--- config.mk ---
export PLATFORM = sky130hd
export DESIGN_NAME = afe_thr_stream_arbiter
export DESIGN_NICKNAME = d
export VERILOG_FILES = /design/src/rtl/afe_thr_stream_arbiter.sv
export SDC_FILE = /design/constraint.sdc
export NUM_CORES = 1
export LEC_CHECK = 0
export CORE_MARGIN = 3
export CORE_UTILIZATION = 57
export DETAILED_ROUTE_END_ITERATION = 8
export PLACE_DENSITY = 0.9
export SYNTH_ARGS = -nofsm -noshare
export SYNTH_HDL_FRONTEND = slang
export SYNTH_SLANG_ARGS = --single-unit
--- constraint.sdc ---
create_clock -name clk_i -period 6.35 [get_ports clk_i]
set_clock_uncertainty 0.1 [all_clocks]
set_input_delay 0.9525 -clock clk_i [delete_from_list [all_inputs] [get_ports clk_i]]
set_output_delay 0.9525 -clock clk_i [all_outputs]
set_load 0.02 [all_outputs]
--- src/rtl/afe_thr_stream_arbiter.sv ---
// Round-robin arbiter draining per-stream FIFOs onto one threshold-unit lane.
// Optional per-stream drop counters: define AFE_THR_ARB_DROP_CNT_EN.

module afe_thr_stream_arbiter #(
  parameter int NUM_REQ    = 4,
  parameter int FIFO_DEPTH = 4,
  parameter int W_GAP      = 4,
  parameter int W_SRC      = 3
) (
  input  logic                  clk_i,
  input  logic                  rstn_i,
  input  logic                  cfg_en_i,
  input  logic [W_GAP-1:0]      cfg_gap_i,
  input  logic [NUM_REQ-1:0]    cfg_prio_mask_i,
  input  logic                  ovf_clr_i,
  input  logic [NUM_REQ-1:0]    req_vld_i,
  input  logic [NUM_REQ*32-1:0] req_data_i,
  output logic                  out_vld_o,
  output logic [31:0]           out_data_o,
  output logic [W_SRC-1:0]      out_src_o,
  output logic [NUM_REQ-1:0]    ovf_o,
  output logic                  busy_o,
  output logic [NUM_REQ*16-1:0] drop_cnt_o
);

  localparam int AW = $clog2(FIFO_DEPTH);

  typedef enum logic [1:0] {
    IDLE  = 2'd0,
    ISSUE = 2'd1,
    GAP   = 2'd2
  } state_t;

  state_t state, state_nxt;

  logic [W_GAP-1:0]   gap_cnt;
  logic [W_SRC-1:0]   rr_ptr;
  logic [W_SRC-1:0]   gnt_idx;
  logic [W_SRC-1:0]   hi_idx;
  logic [W_SRC-1:0]   lo_idx;
  logic               hi_hit;
  logic [NUM_REQ-1:0] empty;
  logic [NUM_REQ-1:0] full;
  logic [NUM_REQ-1:0] elig;
  logic [NUM_REQ-1:0] push;
  logic [NUM_REQ-1:0] pop;
  logic [NUM_REQ-1:0] drop;
  logic [31:0]        head [NUM_REQ];
  logic [31:0]        data_q;
  logic [W_SRC-1:0]   src_q;
  logic [NUM_REQ-1:0] ovf_q;
  logic               can_arb;
  logic               grant;

  for (genvar g = 0; g < NUM_REQ; g++) begin : g_fifo
    logic [AW:0] wp;
    logic [AW:0] rp;
    logic [31:0] mem [FIFO_DEPTH];

    assign empty[g] = (wp == rp);
    assign full[g]  = (wp[AW] != rp[AW]) &&
                      (wp[AW-1:0] == rp[AW-1:0]);
    assign push[g]  = cfg_en_i && req_vld_i[g];
    assign pop[g]   = grant && (gnt_idx == W_SRC'(g));
    // a pop frees the head slot at the same edge, so a full push survives
    assign drop[g]  = push[g] && full[g] && !pop[g];
    assign head[g]  = mem[rp[AW-1:0]];

    always_ff @(posedge clk_i or negedge rstn_i) begin
      if (!rstn_i) begin
        wp <= '0;
        rp <= '0;
      end else if (!cfg_en_i) begin
        wp <= '0;
        rp <= '0;
      end else begin
        if (push[g] && !drop[g])
          wp <= wp + 1'b1;
        if (pop[g])
          rp <= rp + 1'b1;
      end
    end

    always_ff @(posedge clk_i) begin
      if (push[g] && !drop[g])
        mem[wp[AW-1:0]] <= req_data_i[g*32 +: 32];
    end

`ifdef AFE_THR_ARB_DROP_CNT_EN
    logic [15:0] dcnt;

    always_ff @(posedge clk_i or negedge rstn_i) begin
      if (!rstn_i)
        dcnt <= '0;
      else if (drop[g])
        dcnt <= ovf_clr_i ? 16'd1 :
                (dcnt == 16'hFFFF) ? dcnt : dcnt + 16'd1;
      else if (ovf_clr_i)
        dcnt <= '0;
    end

    assign drop_cnt_o[g*16 +: 16] = dcnt;
`else
    assign drop_cnt_o[g*16 +: 16] = 16'd0;
`endif
  end

  assign elig = ~empty & ~cfg_prio_mask_i;

  // lowest eligible at/above the pointer, else lowest eligible overall
  always_comb begin
    hi_idx = '0;
    lo_idx = '0;
    hi_hit = 1'b0;
    for (int i = NUM_REQ - 1; i >= 0; i--) begin
      if (elig[i])
        lo_idx = W_SRC'(i);
      if (elig[i] && (W_SRC'(i) >= rr_ptr)) begin
        hi_idx = W_SRC'(i);
        hi_hit = 1'b1;
      end
    end
    gnt_idx = hi_hit ? hi_idx : lo_idx;
  end

  always_comb begin
    can_arb = 1'b0;
    unique case (state)
      IDLE:    can_arb = 1'b1;
      ISSUE:   can_arb = (cfg_gap_i == '0);
      GAP:     can_arb = (gap_cnt == '0);
      default: can_arb = 1'b0;
    endcase
  end

  assign grant = cfg_en_i && can_arb && (|elig);

  always_ff @(posedge clk_i or negedge rstn_i) begin
    if (!rstn_i)
      state <= IDLE;
    else
      state <= state_nxt;
  end

  always_comb begin
    state_nxt = state;
    if (!cfg_en_i) begin
      state_nxt = IDLE;
    end else begin
      unique case (state)
        IDLE: begin
          if (grant)
            state_nxt = ISSUE;
        end
        ISSUE: begin
          if (cfg_gap_i != '0)
            state_nxt = GAP;
          else
            state_nxt = grant ? ISSUE : IDLE;
        end
        GAP: begin
          if (gap_cnt == '0)
            state_nxt = grant ? ISSUE : IDLE;
        end
        default: state_nxt = IDLE;
      endcase
    end
  end

  always_comb begin
    out_vld_o = (state == ISSUE);
    busy_o    = (~&empty) || (state != IDLE);
  end

  // counter reaches zero on the last idle cycle, where the next grant issues
  always_ff @(posedge clk_i or negedge rstn_i) begin
    if (!rstn_i)
      gap_cnt <= '0;
    else if (!cfg_en_i)
      gap_cnt <= '0;
    else if (state == ISSUE && cfg_gap_i != '0)
      gap_cnt <= cfg_gap_i - 1'b1;
    else if (state == GAP && gap_cnt != '0)
      gap_cnt <= gap_cnt - 1'b1;
  end

  always_ff @(posedge clk_i or negedge rstn_i) begin
    if (!rstn_i) begin
      data_q <= '0;
      src_q  <= '0;
      rr_ptr <= '0;
    end else if (grant) begin
      data_q <= head[gnt_idx];
      src_q  <= gnt_idx;
      rr_ptr <= (gnt_idx == W_SRC'(NUM_REQ - 1)) ?
                '0 : gnt_idx + 1'b1;
    end
  end

  always_ff @(posedge clk_i or negedge rstn_i) begin
    if (!rstn_i)
      ovf_q <= '0;
    else
      ovf_q <= (ovf_clr_i ? '0 : ovf_q) | drop;
  end

  assign out_data_o = data_q;
  assign out_src_o  = src_q;
  assign ovf_o      = ovf_q;

endmodule

### After elaboration in Yosys (flattened, before gate mapping)

Memories as Yosys holds them, arrays and structs flattened.
Index checks and enable logic that the tools add are counted.

| cells by class | value |
|---|---|
| add/subtract/negate cells | 11 |
| multiplexer cells | 52 |
| equal/unequal tests | 28 |
| order comparisons | 5 |
| reductions and logical operators | 52 |
| bitwise gates (word level) | 5 |

Operators by type and width:

| operator | count |
|---|---|
| 3-bit two-way mux | 24 |
| 32-bit binary-select mux with 2-bit select | 1 |
| 32-bit two-way mux | 2 |
| 1-bit logical AND | 32 |
| 3-bit by 1-bit adder with 3-bit output, second input constant | 9 |
| 4-bit two-way mux | 4 |
| 2-bit by 1-bit != test with 1-bit output, second input constant | 8 |
| 1-bit two-way mux | 13 |
| 3-bit equality test | 4 |
| 2-bit two-way mux | 6 |
| 1-bit zero test | 9 |
| 2-bit equality test | 4 |
| 4-bit zero test | 2 |
| 4-bit inverter | 2 |
| 4-bit nonzero test | 2 |
| 4-bit by 1-bit subtractor with 4-bit output, second input constant | 2 |
| 3-bit by 2-bit equality test with 1-bit output, second input constant | 2 |
| 1-bit by 3-bit >= comparator with 1-bit output, first input constant | 2 |
| 2-bit by 3-bit >= comparator with 1-bit output, first input constant | 2 |
| 3-bit != test, second input constant | 2 |
| 2-bit one-hot mux with 3 select lines | 1 |
| 4-bit bitwise AND | 1 |
| 4-bit by 3-bit >= comparator with 1-bit output, second input constant | 1 |
| 1-bit != test | 4 |
| other kinds (14) | 14 |

| word-level totals | value |
|---|---|
| memories | 4 |
| memory bits (writable) | 512 |
| bits of input ports | 144 |
| output and inout port bits | 105 |
| logic and storage cells | 171 |
| register bits after elaboration | 72 |

Memory list:

| memory | depth | bits a word | read ports | clocked after Yosys merged registers in | write ports | line | text |
|---|---|---|---|---|---|---|---|
| g_fifo[0].mem | 4 | 32 | 1 | 0 | 1 | 58 | `logic [31:0] mem [FIFO_DEPTH];` |
| g_fifo[1].mem | 4 | 32 | 1 | 0 | 1 | 58 |  |
| g_fifo[2].mem | 4 | 32 | 1 | 0 | 1 | 58 |  |
| g_fifo[3].mem | 4 | 32 | 1 | 0 | 1 | 58 |  |

### Logic depth before layout (Yosys ltp)

Gate-level depths: netlist (run 1).

| depth | value |
|---|---|
| word-level depth | 17 |
| gate-level depth with buffers | 14 |

### Worst setup path after synthesis (run 1)

OpenSTA, ideal clock, no wires.

| path | value |
|---|---|
| kind | input-to-reg |
| from | input port cfg_prio_mask_i[1] |
| to | memory g_fifo[1].mem[0][0], enable pin |
| setup time | 0.392 ns |
| setup slack | 2.245 ns |
| buffers on the path | 3 |
| arrival time | 3.613 ns |
| stages on the path | 12 |
| path through | or2_2 > a2bb2oi_1 > and2_1 > buf_2 > buf_6 > buf_4 > inv_1 > ha_1 > inv_1 > nor3_2 > o21a_1 > and3_1 |

| between the ends | value |
|---|---|
| cells in the longest elaborated chain, start to end | 14 |

Ends and longest elaborated chain:

| what | line | text |
|---|---|---|
| start: declaration | 14 | `input logic [NUM_REQ-1:0] cfg_prio_mask_i,` |
| 4-bit inverter * | 108 | `assign elig = ~empty & ~cfg_prio_mask_i;` |
| 4-bit bitwise AND * | 108 |  |
| 1-bit logical AND | 118 | `if (elig[i] && (W_SRC'(i) >= rr_ptr)) begin` |
| 3-bit two-way mux / 1-bit two-way mux (equally long branches) (2 in a row) | 118 |  |
| 3-bit two-way mux * | 123 | `gnt_idx = hi_hit ? hi_idx : lo_idx;` |
| named net gnt_idx[1] | 38 | `logic [W_SRC-1:0] gnt_idx;` |
| 3-bit by 1-bit equality test with 1-bit output * | 64 | `assign pop[g] = grant && (gnt_idx == W_SRC'(g));` |
| 1-bit logical AND * | 64 |  |
| 1-bit zero test * | 66 | `assign drop[g] = push[g] && full[g] && !pop[g];` |
| 1-bit logical AND * | 66 |  |
| 1-bit zero test * | 85 | `if (push[g] && !drop[g])` |
| 1-bit logical AND * | 85 |  |
| 1-bit two-way mux * | 85 |  |
| 1-bit two-way mux (implied by the code) * | 86 | `mem[wp[AW-1:0]] <= req_data_i[g*32 +: 32];` |
| end: declaration | 58 |  |

The timed path passes the listed nets; every way through them passes the cells marked *.

### Final worst setup path (run 1)

| path | value |
|---|---|
| from | register g_fifo[2].rp[1] |
| to | memory g_fifo[1].mem[1][2], enable pin |

| between the ends | value |
|---|---|
| cells in the longest elaborated chain, start to end | 16 |

Ends and longest elaborated chain:

| what | line | text |
|---|---|---|
| start: declaration | 57 | `logic [AW:0] rp;` |
| start signal: assignment | 80 | `rp <= rp + 1'b1;` |
| 3-bit equality test * | 60 | `assign empty[g] = (wp == rp);` |
| 4-bit inverter * | 108 |  |
| 4-bit bitwise AND * | 108 |  |
| 1-bit logical AND | 118 |  |
| 3-bit two-way mux / 1-bit two-way mux (equally long branches) (3 in a row) | 118 |  |
| 3-bit two-way mux | 123 |  |
| 3-bit by 1-bit equality test with 1-bit output | 64 |  |
| 1-bit logical AND * | 64 |  |
| 1-bit zero test * | 66 |  |
| 1-bit logical AND * | 66 |  |
| 1-bit zero test * | 85 |  |
| 1-bit logical AND * | 85 |  |
| 1-bit two-way mux * | 85 |  |
| 1-bit two-way mux (implied by the code) * | 86 |  |

Mark *: on every way between the ends. The rest lies on a longest branch, timed or not.

==> impl_metrics.csv, run 1 <==
group,metric,value,unit
pwr,p_seq_share,48.8,%
logic_synthesis,async_reset_ff_share,12.0,%
logic_synthesis,synth-edff-count,512,
job,maxCapViolations,0,
logic_synthesis,syn-mean-instance-area,19.7,µm²
floorplanning,die_area,44100,µm²
detailed_routing,routedWlPerCell,27.4,µm
timing,timing.setup.tns,0,ps
timing,period_minus_slack,4850,ps
worst_setup_path,path_class,"reg2reg",
detailed_routing,drtAntennaViolNets,0,
grt,grt_overflow,0,
worst_setup_path,cp_data_arrival_time,5030,ps
finish,fin_area,27600,µm²
floorplanning,core-area,40900,µm²
grt,first_global_vias,12404,
detailed_routing,dr.pass1.iters,5,
clocking,cts_buffers,53,
logic_synthesis,ys_seq_elements,582,
pwr,ir_drop,0.245,mV
clocking,numClockSinks,582,
floorplanning,num_rows,74,
detailed_routing,drtIter0Drc,1373,
timing,hold_viol_final,0,
pwr,combPwrFrac,16.8,%
finish,nets,1576,
clocking,cts_resized,0,
timing,rsz0062_at_grt,"no",
grt,grt_max_degree,71,
clocking,clock_path_buffers,3,
pwr,p_per_area,339,nW/µm²
worst_setup_path,cp_max_fo,35,
floorplanning,boundaryPins,249,
floorplanning,die_x,210,µm
timing,final-setup-viol-count,0,
worst_setup_path,worstPathRequired,6520,ps
clocking,cts_tree,"yes",
floorplanning,die_h,210,µm
timing,worst_slew_pin_slew,888,ps
logic_synthesis,synth-main-ff-cell,"edfxtp_1",
clocking,clock_latency,580,ps
pwr,p_int,6.96,mW
outcome,run_status,"completed",
grt,grt_pass1_wl,80500,µm
logic_synthesis,synth_warnings,0,
timing,report.final.slew_viol_count,0,
detailed_routing,vias,12083,
worst_setup_path,crit_path_end_kind,"flop",
grt,antenna_found_initial,3,
timing,max_freq,206,MHz
placed_design,gp_routability_congestion,0.915,
finish,area_growth,16.6,%
timing,max_slew_margin,40.8,%
logic_synthesis,ys_seq_area_share,72.2,%
pwr,switching_power,2.40,mW
logic_synthesis,ys_types,58,
logic_synthesis,synth_cells,1201,
detailed_routing,drc,0,
floorplanning,start_util,57.9,%
detailed_routing,vias_per_cell,6.08,
clocking,cts_hold_buf,0,
logic_synthesis,netlist_area,23700,µm²
clocking,postCtsSetupBuffers,0,
pwr,netSwitchingFraction,25.6,%
hold_path,hold_path.class,"in2async",
placed_design,place_area,25900,µm²
pwr,p_clk_share,34.4,%
finish,layout-drive-gt1-share,19.4,%
clocking,path_clk_slew,60,ps
clocking,cts-root-buf,"clkbuf_16",
worst_setup_path,start_kind,"flop",
placed_design,hpwl,34600,µm
detailed_routing,wirelength,54400,µm
placed_design,port_buffers,183,
timing,fin_crit_sh,76.4,%
grt,grtUsageTotal,24.6,%
pwr,finalPower,9.36,mW
clocking,htreeDepth,2,
timing,hold-worst-slack,381,ps
pwr,p_leak,9.35,nW
==> logic make-up (layout without fill, tap and decap cells) <==
| family | after synthesis | count (layout) | share of synthesized area, % |
|---|---|---|---|
| AND/OR/NAND/NOR | 141 | 141 | 2.96 |
| adder cells (fa/ha/maj) | 25 | 25 | 1.32 |
| other | 1 | 69 | 0.0158 |
| XOR/XNOR | 20 | 20 | 0.739 |
| buffers and inverters | 148 | 335 | 3.75 |
| flip-flops | 582 | 582 | 72.2 |
| AO/OA/AOI/OAI | 72 | 72 | 3.27 |
| multiplexers | 212 | 212 | 15.7 |
==> path summary, 6_finish.rpt <==
| path | slack, ps | cells past startpoint | startpoint | endpoint |
|---|---|---|---|---|
| max in group asynchronous | 5130 | 1 | rstn_i | g_fifo[3].rp[0]$_DFFE_PN0P_ |
| hold / removal | 380 | 1 | rstn_i | g_fifo[2].rp[0]$_DFFE_PN0P_ |
| setup / recovery | 1500 | 13 | g_fifo[2].rp[1]$_DFFE_PN0P_ | g_fifo[1].mem[1][2]$_DFFE_PP_ |
| setup reg to reg | 1500 | 13 | g_fifo[2].rp[1]$_DFFE_PN0P_ | g_fifo[1].mem[1][2]$_DFFE_PP_ |
| min in group clk_i | 390 | 2 | out_src_o[0]$_DFFE_PN0P_ | out_src_o[0]$_DFFE_PN0P_ |
| hold reg to reg | 390 | 2 | out_src_o[0]$_DFFE_PN0P_ | out_src_o[0]$_DFFE_PN0P_ |
==> cell usage in the layout, fill, tap and decap left out, types with 28 or more instances in the layout <==
cell type / Yosys / layout
mux2i_1: 83 / 83
edfxtp_1: 512 / 512
clkdlybuf4s50_1: 0 / 182
nand2_1: 70 / 70
buf_4: 74 / 28
mux4_2: 128 / 128
dfrtp_1: 70 / 66
o221ai_2: 30 / 30
conb_1: 1 / 65
clkbuf_16: 0 / 55
==> stage by stage <==
step | setup slack (ps) | utilization, % | instances
2_1_floorplan | 2240 | - | 1265
3_3_place_gp | 1490 | 63.2 | 1884
3_5_place_dp | 1370 | 63.2 | 1884
4_1_cts | 1640 | 67.5 | 1984
5_1_grt | 1380 | 67.5 | 1987
6_report | 1500 | 67.6 | 1988
==> layer usage <==
metal	track usage [%]	routed length, µm	up-vias
met5	0	0	-
met4	7.85	1700	0
met3	4.23	4920	102
met2	41.1	27900	725
met1	34.0	19800	6160
li1	-	-	5096
==> sequential cells by signal (all words and copies together), names as in the netlist <==
name / cells
g_fifo.wp: 12
ovf_o: 4
gap_cnt: 4
out_src_o: 2
g_fifo.mem: 512
state: 2
g_fifo.rp: 12
out_data_o: 32
rr_ptr: 2
==> final cells by class <==
type / count / area [µm²]
Antenna cell: 4 / 10.0
Clock buffer: 81 / 1540
Clock inverter: 19 / 229
Fill cell: 2470 / 13300
Inverter: 25 / 98.8
Multi-Input combinational cell: 535 / 5930
Sequential cell: 582 / 17100
Tap cell: 532 / 666
Timing Repair Buffer: 210 / 2030
==> synthesized netlist by cell type (3+ instances only) <==
master,n,area (µm²)
a21oi_1,4,20.0
and3_1,17,106
buf_1,4,15.0
buf_2,9,45.0
buf_4,74,556
buf_6,5,56.3
clkbuf_1,30,113
dfrtp_1,70,1750
edfxtp_1,512,15400
ha_1,25,313
inv_1,24,90.1
mux2i_1,83,831
mux4_2,128,2880
nand2_1,70,263
nand2b_1,5,31.3
nand3_1,5,25.0
nor2_1,19,71.3
nor3_2,4,40.0
nor4b_1,3,26.3
o211a_1,4,40.0
o21a_1,5,37.5
o21ai_0,5,25.0
o221ai_2,30,450
o32ai_1,4,35.0
xnor2_1,14,123
xor2_1,6,52.6
==> critical path, cell delays in order (launching register included) <==
cell and delay [ps]:
dfrtp_1 340, buf_4 420, xnor2_1 280, a31o_2 310, o31ai_1 310, and2_4 630, buf_4 630, inv_1 180
ha_1 220, inv_1 80, nor3_2 80, o21a_1 310, and3_1 250, buf_4 280
==> power groups by stage <==
stage | clock (mW) | sequential [mW] | combinational, mW
floorplan | 0 | 4.68 | 0.911
global placement | 0 | 4.62 | 1.51
detailed placement | 0 | 4.64 | 1.55
CTS | 3.26 | 4.56 | 1.58
global route | 3.39 | 4.58 | 1.68
finish | 3.22 | 4.57 | 1.57
Power figures use the tool's default switching activity.
==> inputs of run 2 (changes only) <==
- CORE_UTILIZATION: 57 -> 51
- PLACE_DENSITY: 0.9 -> 0.86
- clock period: 6.35 -> 3.9 ns (I/O delays scaled with it)
==> impl_metrics.csv, run 2 (synthesis results as in run 1) <==
group,metric,value,unit
pwr,netSwitchingFraction,25.8,%
pwr,p_per_area,548,nW/µm²
outcome,run_status,"completed",
worst_setup_path,critical_path.top_delay_family,"simple AND/OR/NAND/NOR gates",
pwr,p_seq_share,48.5,%
pwr,p_int,11.4,mW
finish,layout_commonest_cell,"edfxtp_1",
clocking,cts_resized,0,
timing,final-setup-viol-count,0,
pwr,ir_drop,0.467,mV
worst_setup_path,cp_common_cell,"and3_1",
timing,report.final.slew_viol_count,0,
finish,layout-drive-gt1-share,20.2,%
clocking,cts_tree,"yes",
worst_setup_path,critical_path.slowest_cell,"xnor2_1",
finish,final_cell_count_no_fill,2059,
finish,layout_common_cells,"512 x edfxtp_1, 182 x clkdlybuf4s50_1, 128 x mux4_2",
pwr,switching_power,3.95,mW
placed_design,gp_routability_congestion,0.882,
grt,antenna_found_initial,6,
timing,max_slew_margin,40.5,%
grt,grt_overflow,0,
worst_setup_path,start_kind,"flop",
worst_setup_path,worstPathRequired,4060,ps
timing,worst_slew_pin_slew,892,ps
floorplanning,die_area,49100,µm²
floorplanning,die_h,222,µm
timing,rsz0062_at_grt,"no",
placed_design,dp_cells,1956,
clocking,cts-root-buf,"clkbuf_16",
floorplanning,die_x,222,µm
timing,period_minus_slack,3290,ps
grt,grtUsageTotal,22.3,%
detailed_routing,drc,0,
clocking,postCtsSetupBuffers,0,
timing,hold_viol_final,0,
clocking,path_clk_slew,70,ps
timing,timing.setup.tns,0,ps
detailed_routing,dr.pass1.iters,5,
detailed_routing,vias_per_cell,5.87,
hold_path,hold_path.class,"in2async",
clocking,cts_hold_buf,0,
worst_setup_path,path_buf_inv,2,
placed_design,hpwl,35600,µm
worst_setup_path,path_class,"reg2reg",
pwr,p_clk_share,34.5,%
worst_setup_path,slowest_delay,450,ps
worst_setup_path,crit_start,"g_fifo[0].wp[1]$_DFFE_PN0P_",
clocking,numClockSinks,582,
grt,grt_pass1_wl,81600,µm
pwr,p_leak,9.41,nW
timing,max_freq,304,MHz
worst_setup_path,r2r_start,"g_fifo[0].wp[1]$_DFFE_PN0P_",
floorplanning,num_rows,78,
clocking,clock_latency,590,ps
finish,nets,1580,
detailed_routing,routedWlPerCell,26.6,µm
detailed_routing,vias,12095,
detailed_routing,drtIter0Drc,1209,
worst_setup_path,cp_max_fo,32,
worst_setup_path,crit_path_end_kind,"flop",
floorplanning,core-area,45700,µm²
finish,area_growth,18.1,%
clocking,clock_path_buffers,3,
floorplanning,boundaryPins,249,
worst_setup_path,cp_data_arrival_time,3450,ps
finish,largest_reg_flops,512,
job,maxCapViolations,0,
detailed_routing,wirelength,54700,µm
grt,first_global_vias,12512,
pwr,combPwrFrac,17.1,%
placed_design,port_buffers,183,
grt,grt_max_degree,71,
detailed_routing,drtAntennaViolNets,0,
pwr,finalPower,15.3,mW
worst_setup_path,worstPathCellList,"xnor2_1 -> a31oi_2 -> a22oi_1 -> and3_1 -> ha_1 -> inv_1 -> nor3_2 -> o21a_1 -> and3_1 -> buf_12",
clocking,cts_buffers,53,
timing,fin_crit_sh,84.4,%
clocking,htreeDepth,2,
floorplanning,start_util,51.9,%
-- run 2: area by class of cell --
cell class,instances,area (µm²)
Tap cell,600,751
Multi-Input combinational cell,535,5940
Sequential cell,582,17100
Inverter,25,98.8
Timing Repair Buffer,214,2270
Clock buffer,68,1400
Clock inverter,29,372
Fill cell,3061,17700
Antenna cell,6,15.0
-- run 2: power groups by stage --
stage | logic (mW) | registers, mW | clock network (mW)
floorplan | 1.48 | 7.61 | 0
global placement | 2.53 | 7.53 | 0
detailed placement | 2.61 | 7.55 | 0
CTS | 2.63 | 7.43 | 5.36
global route | 2.79 | 7.45 | 5.60
finish | 2.62 | 7.43 | 5.28
-- run 2: worst reg2reg max path, stage by stage (launching register included) --
cell and delay, ps:
dfrtp_1 440, xnor2_1 450, a31oi_2 210, a22oi_1 200, and3_1 310, ha_1 190
inv_1 70, nor3_2 200, o21a_1 280, and3_1 260, buf_12 240
-- run 2: worst paths after layout --
path | slack, ps | depth (start not counted) | end
worst max-delay path | 610 | 10 | g_fifo[1].mem[1][31]$_DFFE_PP_
worst min register to register | 390 | 2 | out_data_o[6]$_DFFE_PN0P_
min in group clk_i | 390 | 2 | out_data_o[6]$_DFFE_PN0P_
max in group asynchronous | 3050 | 1 | g_fifo[3].rp[0]$_DFFE_PN0P_
worst min-delay path | 30 | 1 | ovf_o[0]$_DFF_PN0_
worst max register to register | 610 | 10 | g_fifo[1].mem[1][31]$_DFFE_PP_
-- run 2: stage by stage --
step / worst slack (ps) / cell area [µm²] / hold WS (ps) / utilization [%]
global placement: 517 / 26200 / 381 / 57.4
floorplan: 15.3 / 24000 / 189 / -
detailed placement: 426 / 26200 / 379 / 57.4
CTS: 636 / 28000 / 40.3 / 61.2
global route: 445 / 28000 / 80.2 / 61.3
finish: 608 / 28000 / 25.4 / 61.3
-- run 2: per-layer routing --
layer  share of wire (%)  vias to the layer above  wire, µm  global-route usage, %
met5                   0                        -         0                      0
met3                 7.1                       91      3870                   3.38
li1                    -                     5108         -                      -
met2                  51                      618     28100                   38.1
met1                  39                     6278     21300                   30.0
met4                 2.7                        0      1480                   6.79
==> inputs of run 3 (changes only) <==
- CORE_UTILIZATION: 51 -> 57
- PLACE_DENSITY: 0.86 -> 0.9
- clock period: 3.9 -> 3.1 ns (I/O delays scaled with it)
==> impl_metrics.csv, run 3 (synthesis results as in run 1) <==
group,metric,value,unit
worst_setup_path,r2r_start,"g_fifo[1].rp[2]$_DFFE_PN0P_",
detailed_routing,routedWlPerCell,28.6,µm
detailed_routing,vias_per_cell,6.24,
grt,grt.busiest_layer,"met2",
worst_setup_path,worstRegToRegCells,11,
grt,grt_pass1_wl,87400,µm
worst_setup_path,cp_data_arrival_time,3300,ps
floorplanning,die_x,210,µm
pwr,ir_drop,0.680,mV
floorplanning,die_area,44100,µm²
hold_path,hold_path.class,"in2reg",
detailed_routing,drc,0,
timing,max_slew_margin,26.6,%
worst_setup_path,reg2reg_slack,60,ps
clocking,cts_tree,"yes",
timing,max_freq,329,MHz
clocking,clock_latency,600,ps
placed_design,hpwl,38600,µm
finish,nets,1649,
grt,grt_overflow,0,
grt,grt_max_degree,50,
floorplanning,start_util,57.9,%
detailed_routing,drtAntennaViolNets,0,
clocking,htreeDepth,2,
clocking,numClockSinks,582,
finish,layout-drive-gt1-share,25.5,%
grt,first_global_vias,13318,
placed_design,gp_routability_congestion,0.894,
timing,hold_viol_final,0,
pwr,p_seq_share,47.5,%
finish,fin_area,28800,µm²
worst_setup_path,path_class,"reg2reg",
pwr,p_leak,9.85,nW
hold_path,worstHoldEndpoint,"g_fifo[3].mem[2][31]$_DFFE_PP_",
placed_design,place_area,27000,µm²
detailed_routing,drtIter0Drc,1426,
timing,final-setup-viol-count,0,
finish,largest_reg_flops,512,
worst_setup_path,crit_path_end_kind,"flop",
pwr,p_int,14.6,mW
worst_setup_path,worstPathRequired,3360,ps
detailed_routing,dr.pass1.iters,5,
grt,grtUsageTotal,27.1,%
floorplanning,boundaryPins,249,
timing,fin_crit_sh,98.0,%
pwr,combPwrFrac,18.2,%
grt,use_met2,45.8,%
pwr,switching_power,5.17,mW
worst_setup_path,start_kind,"flop",
timing,worst_slew_pin_slew,1100,ps
grt,use_met3,5.82,%
finish,final_cell_count_no_fill,2057,
pwr,p_clk_share,34.3,%
finish,area_growth,21.7,%
pwr,netSwitchingFraction,26.2,%
pwr,finalPower,19.7,mW
outcome,run_status,"completed",
floorplanning,core-area,40900,µm²
finish,layout_commonest_cell,"edfxtp_1",
grt,antenna_found_initial,1,
hold_path,hp-start,"req_data_i[127]",
placed_design,dp_cells,1955,
grt,gr-usage-met1,35.6,%
hold_path,worstHoldPathCells,1,
placed_design,port_buffers,183,
floorplanning,num_rows,74,
clocking,clock_path_buffers,3,
timing,rsz0062_at_grt,"no",
worst_setup_path,reg2reg_to,"g_fifo[1].mem[1][16]$_DFFE_PP_",
floorplanning,die_h,210,µm
finish,n_antenna_cell,0,
finish,utilization,70.5,%
clocking,postCtsSetupBuffers,0,
timing,report.final.slew_viol_count,0,
clocking,path_clk_slew,70,ps
pwr,p_per_area,684,nW/µm²
clocking,cts_buffers,54,
finish,layout_common_cells,"512 x edfxtp_1, 182 x clkdlybuf4s50_1, 128 x mux4_2",
detailed_routing,vias,12837,
timing,period_minus_slack,3040,ps
clocking,cts-root-buf,"clkbuf_16",
worst_setup_path,cp_max_fo,6,
detailed_routing,wirelength,58900,µm
job,maxCapViolations,0,
-- run 3: metrics by stage --
stage,setup slack [ps],TNS (ps),hold WS (ps)
final,61.7,0,398
after detailed placement,-72.6,-14820,400
after global routing,0.601,0,400
after floorplan,-88.4,-30580,69.4
after CTS,28.2,0,361
after global placement,-43.2,-4230,362
-- run 3: final cells by class --
type / instances / area [µm²]
sequential: 582 / 17100
fill: 2328 / 12100
multi-input combinational: 535 / 6120
timing repair buffer: 282 / 3010
clock buffer: 80 / 1580
tap: 532 / 666
clock inverter: 21 / 229
inverter: 25 / 98.8
-- run 3: worst max path at each step --
stage,from,to,cells past startpoint
floorplan,g_fifo[1].rp[0]$_DFFE_PN0P_,g_fifo[3].mem[1][0]$_DFFE_PP_,13
global placement,cfg_gap_i[1],g_fifo[2].mem[1][24]$_DFFE_PP_,9
detailed placement,cfg_gap_i[1],g_fifo[3].mem[0][26]$_DFFE_PP_,9
CTS,g_fifo[0].wp[1]$_DFFE_PN0P_,g_fifo[1].mem[1][16]$_DFFE_PP_,11
global route,g_fifo[1].rp[2]$_DFFE_PN0P_,g_fifo[1].mem[1][15]$_DFFE_PP_,11
finish,g_fifo[1].rp[2]$_DFFE_PN0P_,g_fifo[1].mem[1][16]$_DFFE_PP_,11
-- run 3: worst max-delay path: stages (launching register included) --
cell	delay [ps]
dfrtp_1	430
xor2_1	240
o311a_1	390
o31ai_1	250
and2_4	230
inv_1	90
ha_1	190
inv_1	120
nor3_4	50
o21a_2	280
and3_4	230
buf_4	180
-- run 3: power by group through the flow --
stage | clock, mW | sequential, mW | combinational [mW]
detailed placement | 0 | 9.49 | 3.52
global route | 7.13 | 9.40 | 3.79
finish | 6.77 | 9.38 | 3.59
floorplan | 0 | 9.58 | 1.93
global placement | 0 | 9.47 | 3.39
CTS | 6.85 | 9.35 | 3.59
-- run 3: timing repair --
action / CTS / global route
hold buffers: 1 / 0
setup endpoints to repair: 0 / 286
hold endpoints to repair: 47 / 0
gates resized for setup: 0 / 7
-- run 3: metal layers --
| metal | share of wire, % | vias to the layer above | wire length, µm |
|---|---|---|---|
| met3 | 9.3 | 137 | 5480 |
| met4 | 3.7 | 2 | 2180 |
| met2 | 51 | 860 | 30300 |
| met5 | 0.012 | - | 7 |
| met1 | 36 | 6602 | 21000 |
| li1 | - | 5236 | - |
